File: src/rtl/ps2_packet_assembler.sv
// PS/2 mouse packet assembler: header sync, timeout, overflow saturation.
// Optional header bit3 check enabled by defining PS2_PKT_SYNC_CHECK_EN.
module ps2_packet_assembler #(
  parameter int TIMEOUT_CYCLES = 10_000_000,
  parameter int VSHIFT         = 1
) (
  input  logic       clk,
  input  logic       rstn,
  input  logic       byte_ready,
  input  logic [7:0] byte_data,
  output logic       pkt_valid,
  output logic [9:0] vx,
  output logic [9:0] vy,
  output logic       dx,
  output logic       dy,
  output logic       btn_left,
  output logic       btn_right,
  output logic       btn_middle,
  output logic       x_ovf,
  output logic       y_ovf,
  output logic       sync_err
);

  localparam int CW = $clog2(TIMEOUT_CYCLES + 1);
  localparam logic [CW-1:0] TERM = CW'(TIMEOUT_CYCLES - 1);

  typedef enum logic [1:0] {
    B0 = 2'd0,
    B1 = 2'd1,
    B2 = 2'd2
  } state_t;

  state_t        state;
  state_t        state_n;
  logic          s1;
  logic          s2;
  logic          s3;
  logic          accept;
  logic          hdr_ok;
  logic          term;
  logic [CW-1:0] cnt;
  logic [7:0]    hdr;
  logic [7:0]    xb;
  logic          latch_hdr;
  logic          latch_x;
  logic          decode;
  logic          bad_hdr;
  logic          idle_clr;
  logic [8:0]    mag_x;
  logic [8:0]    mag_y;

  assign accept = s2 & ~s3;
  assign term   = (cnt == TERM);

`ifdef PS2_PKT_SYNC_CHECK_EN
  assign hdr_ok = byte_data[3];
`else
  assign hdr_ok = 1'b1;
`endif

  // Two-flop synchroniser plus edge-detect flop for byte_ready.
  always_ff @(posedge clk) begin
    if (!rstn) begin
      s1 <= 1'b0;
      s2 <= 1'b0;
      s3 <= 1'b0;
    end else begin
      s1 <= byte_ready;
      s2 <= s1;
      s3 <= s2;
    end
  end

  // Idle counter: cleared by an accept, saturates at the terminal value.
  always_ff @(posedge clk) begin
    if (!rstn) begin
      cnt <= '0;
    end else if (accept) begin
      cnt <= '0;
    end else if (!term) begin
      cnt <= cnt + 1'b1;
    end
  end

  // State register.
  always_ff @(posedge clk) begin
    if (!rstn) begin
      state <= B0;
    end else begin
      state <= state_n;
    end
  end

  // Next state: an accept always beats a simultaneous timeout.
  always_comb begin
    state_n = state;
    unique case (state)
      B0: if (accept && hdr_ok) state_n = B1;
      B1: begin
        if (accept) state_n = B2;
        else if (term) state_n = B0;
      end
      B2: begin
        if (accept) state_n = B0;
        else if (term) state_n = B0;
      end
      default: state_n = B0;
    endcase
  end

  // Per-state control strobes.
  always_comb begin
    latch_hdr = 1'b0;
    latch_x   = 1'b0;
    decode    = 1'b0;
    bad_hdr   = 1'b0;
    idle_clr  = 1'b0;
    unique case (state)
      B0: begin
        latch_hdr = accept & hdr_ok;
        bad_hdr   = accept & ~hdr_ok;
        idle_clr  = term & ~accept;
      end
      B1: latch_x = accept;
      B2: decode  = accept;
      default: ;
    endcase
  end

  // Hold the header and X byte until the Y byte arrives.
  always_ff @(posedge clk) begin
    if (!rstn) begin
      hdr <= 8'h00;
      xb  <= 8'h00;
    end else begin
      if (latch_hdr) hdr <= byte_data;
      if (latch_x) xb <= byte_data;
    end
  end

  function automatic logic [8:0] mag9(
    input logic       sgn,
    input logic [7:0] b,
    input logic       ovf
  );
    logic [8:0] v;
    v = {sgn, b};
    if (ovf) return 9'd255;
    return sgn ? (~v + 9'd1) : v;
  endfunction

  // Sign/magnitude conversion of both axes.
  always_comb begin
    mag_x = mag9(hdr[4], xb, hdr[6]);
    mag_y = mag9(hdr[5], byte_data, hdr[7]);
  end

  // Registered decode; idle timeout in B0 zeroes only the velocity.
  always_ff @(posedge clk) begin
    if (!rstn) begin
      pkt_valid  <= 1'b0;
      sync_err   <= 1'b0;
      vx         <= 10'd0;
      vy         <= 10'd0;
      dx         <= 1'b0;
      dy         <= 1'b0;
      btn_left   <= 1'b0;
      btn_right  <= 1'b0;
      btn_middle <= 1'b0;
      x_ovf      <= 1'b0;
      y_ovf      <= 1'b0;
    end else begin
      pkt_valid <= decode;
      sync_err  <= bad_hdr;
      if (decode) begin
        vx         <= {1'b0, mag_x >> VSHIFT};
        vy         <= {1'b0, mag_y >> VSHIFT};
        dx         <= ~hdr[4];
        dy         <= ~hdr[5];
        btn_left   <= hdr[0];
        btn_right  <= hdr[1];
        btn_middle <= hdr[2];
        x_ovf      <= hdr[6];
        y_ovf      <= hdr[7];
      end else if (idle_clr) begin
        vx <= 10'd0;
        vy <= 10'd0;
      end
    end
  end

endmodule

File: config.mk
export PLATFORM = sky130hd
export DESIGN_NAME = ps2_packet_assembler
export DESIGN_NICKNAME = d
export VERILOG_FILES = /design/src/rtl/ps2_packet_assembler.sv
export SDC_FILE = /design/constraint.sdc
export NUM_CORES = 1
export LEC_CHECK = 0
export BUFFER_PORTS_ARGS = -buffer_cell sky130_fd_sc_hd__buf_2
export CELL_PAD_IN_SITES_DETAIL_PLACEMENT = 1
export CELL_PAD_IN_SITES_GLOBAL_PLACEMENT = 2
export CORE_MARGIN = 2
export CORE_UTILIZATION = 37
export DETAILED_ROUTE_END_ITERATION = 8
export GPL_TIMING_DRIVEN = 0
export HOLD_SLACK_MARGIN = 0.1
export PLACE_DENSITY = 0.83
export SYNTH_ARGS = -nofsm -noshare
export SYNTH_HDL_FRONTEND = slang
export SYNTH_SLANG_ARGS = --single-unit
File: constraint.sdc
create_clock -name clk -period 4.8 [get_ports clk]
set_clock_uncertainty 0.15 [all_clocks]
set_input_delay 0.24 -clock clk [delete_from_list [all_inputs] [get_ports clk]]
set_output_delay 0.24 -clock clk [all_outputs]
set_load 0.02 [all_outputs]
==> impl_metrics.py <==
metrics = {
    "synthesis": {
        "ys_seq_area_frac": 0.419,
        "synth_flop_cell": "dfxtp_1",
        "netlist_area_mm2": 0.00325,
        "synth_seq_cells": 68,
        "synth_edf_count": 0,
        "synth_top_area_frac": 0.419,
        "synthDistinctLibCells": 46,
        "ys_warn_count": 0,
        "syn_avg_cell_area_um2": 8.10,
        "syn_inst": 401,
        "async_flop_share": 0,
        "yosysTopAreaCell": "dfxtp_1",
        "synth_area_leaders": "dfxtp_1, nand2_1, a21oi_1",
    },
    "cells_and_area": {
        "fin_nets": 471,
        "fillers": 1082,
        "fin_area_mm2": 0.00383,
        "drive_above_1_share": 0.147,
        "antenna_cells": 0,
        "final_common_cell": "dfxtp_1",
        "syn2layout_area_growth_pct": 18.1,
        "mostFrequentLayoutCells": "dfxtp_1, nand2_1, buf_2",
    },
    "hold_path": {
        "hold_path_class": "in2reg",
        "worstHoldEndpoint": "hdr[2]",
        "min_from": "byte_data[2]",
        "holdPathStages": 3,
    },
    "grt": {
        "antenna_found_initial": 0,
        "grt_pass1_vias": 3070,
        "grt_pass1_wl_um": 15700,
        "grt_overflow": 0,
        "grt_max_degree": 13,
        "track_usage": 0.203,
    },
    "setup_path": {
        "crit_arrival_ps": 2520,
        "startpoint_type": "flip-flop",
        "ff2ff_setup_slack_ps": 2350,
        "critical_path_class": "reg2reg",
        "r2r_cells": 7,
        "endpoint_kind": "flip-flop",
        "path_max_fanout": 10,
        "worst_ep_required_time_ps": 4870,
        "regToRegStartpoint": "cnt[0]",
        "rr_endpoint": "vx[6]",
    },
    "flow_run": {
        "maxCapViolCount": 0,
    },
    "timing": {
        "slew_violations": 0,
        "fmax_mhz": 408,
        "setup_ws_ps": 2350,
        "setup_viol": 0,
        "hold_viol": 0,
        "min_period_ps": 2450,
        "worst_slew_pin_slew_ps": 967,
        "hold_slack_ps": 153,
        "grt_setup_unrepaired": "no",
        "tns_ps": 0,
        "relSlewSlack": 0.354,
        "fin_crit_sh": 0.510,
    },
    "placed_design": {
        "portBuffers": 33,
        "dpl_worst_slack_ps": 2430,
        "place_area_mm2": 0.00356,
        "dpl.hpwl_um": 6720,
        "gp_congestion": 0.774,
    },
    "clock_network": {
        "clock_latency_ps": 350,
        "postCtsResizedCells": 0,
        "clkTransAtPathRegs_ps": 70,
        "cts-root-buf": "clkbuf_8",
        "cts_inserted_buffers": 9,
        "clkSinkCount": 68,
        "clock_path_buffers": 2,
        "cts_tree": "done",
        "postCtsSetupBuffers": 0,
        "cts-htree-levels": 3,
    },
    "route": {
        "vias": 3126,
        "avgViaCountPerCell": 5.48,
        "post_drt_wl_per_cell_um": 16.3,
        "first_pass_iters": 4,
        "postRouteAntennaNets": 0,
        "wl_um": 9280,
        "drcViolationCount": 0,
        "dr.first_iter.drc_count": 139,
    },
    "die": {
        "die_x_um": 97.7,
        "boundaryPins": 40,
        "rows": 34,
        "design.core.area_mm2": 0.00859,
        "floorplan.initialDensity": 0.378,
        "die_h_um": 97.7,
        "dieArea_mm2": 0.00954,
    },
    "outcome": {
        "status": "finished clean",
    },
    "power_and_ir_drop": {
        "p_sw_w": 0.000288,
        "leakagePower_nw": 1.38,
        "seq_power_share": 0.512,
        "ir_drop_mv": 0.116,
        "power_density_mw_per_mm2": 293,
        "switching_share": 0.256,
        "combPwrFrac": 0.068,
        "internal-power_w": 0.000835,
        "power_frac_clock": 0.420,
    },
}
-- through the flow --
step	utilization	cells	total power [W]
after CTS	0.446	570	0.00113
after detailed placement	0.415	546	0.000659
final	0.446	570	0.00112
after global placement	0.415	546	0.000657
after global routing	0.446	570	0.00117
after floorplan	-	405	0.000633
-- flip-flops by register name, indices dropped and copies added, names as in the netlist, 2 cells and up --
| register | cells |
|---|---|
| cnt | 24 |
| vy | 8 |
| hdr | 7 |
| xb | 8 |
| state | 2 |
| vx | 8 |
-- layer usage --
| layer | share of wire | routed length, um | global-route usage | vias up |
|---|---|---|---|---|
| met2 | 0.41 | 3800 | 0.294 | 49 |
| met4 | 0.015 | 141 | 0.0705 | 0 |
| met3 | 0.032 | 294 | 0.0338 | 12 |
| met1 | 0.54 | 5050 | 0.303 | 1529 |
| met5 | 0 | 0 | 0 | - |
| li1 | - | - | - | 1536 |
-- layout make-up --
| cell class | count | area [um^2] | share of cell area |
|---|---|---|---|
| sequential | 68 | 1360 | 0.355 |
| timing repair buffer | 41 | 245 | 0.0640 |
| inverter | 15 | 56.3 | 0.0147 |
| clock buffer | 9 | 124 | 0.0323 |
| buffer | 31 | 141 | 0.0369 |
| tap | 108 | 135 | 0.0352 |
| multi-input combinational | 291 | 1700 | 0.444 |
| clock inverter | 7 | 67.6 | 0.0176 |
-- timing repair --
item	in CTS	in global routing
hold buffers	8	0
endpoints found under the setup margin	0	0
hold endpoints to repair	14	0
-- worst max-delay path, cell delays in order, from the launching register on --
cell	delay, ps
dfxtp_1	400
ha_1	310
nor4b_1	460
and3_1	260
and4b_1	210
clkbuf_2	190
buf_2	250
o22ai_1	90
-- cell usage after synthesis, types with 3 or more instances --
master and instances:
mux2i_1 5, clkbuf_1 20, buf_4 5, or3_1 9, or4_1 6, nor4b_1 5, nor2_1 25, dfxtp_1 68
o22ai_1 15, nor3_1 12, a21oi_1 32, and4_1 4, nand2b_1 4, nand2_1 55, nand3_1 25, nor2b_1 7
buf_2 4, xnor2_1 12, nand4_1 6, o21ai_0 7, inv_1 15, ha_1 3, nor3b_1 5, o31ai_1 7
nor4_1 5, mux2_2 5, a211oi_1 8, and2_1 3
-- cells by family after synthesis --
group           synth area share
other cells              0.00115
mux                       0.0328
compound gates             0.151
flops                      0.419
buf+inv                   0.0609
simple gates               0.291
fa+ha+maj                 0.0116
xor+xnor                  0.0324
-- power by group through the flow --
stage | clock network [W] | registers [W] | logic [W]
CTS | 0.000481 | 0.000574 | 0.0000766
finish | 0.000471 | 0.000574 | 0.0000769
global placement | 0 | 0.000587 | 0.0000694
floorplan | 0 | 0.000586 | 0.0000470
global route | 0.000506 | 0.000575 | 0.0000857
detailed placement | 0 | 0.000588 | 0.0000710
-- worst max path at each step --
| stage | endpoint | startpoint | depth (start not counted) |
|---|---|---|---|
| finish | vx[6] | cnt[0] | 7 |
| global route | vx[6] | cnt[0] | 7 |
| CTS | vx[6] | cnt[0] | 7 |
| detailed placement | vx[6] | cnt[0] | 7 |
| global placement | vx[1] | cnt[0] | 7 |
| floorplan | cnt[20] | cnt[0] | 6 |
(Power assumes the default switching activity.)
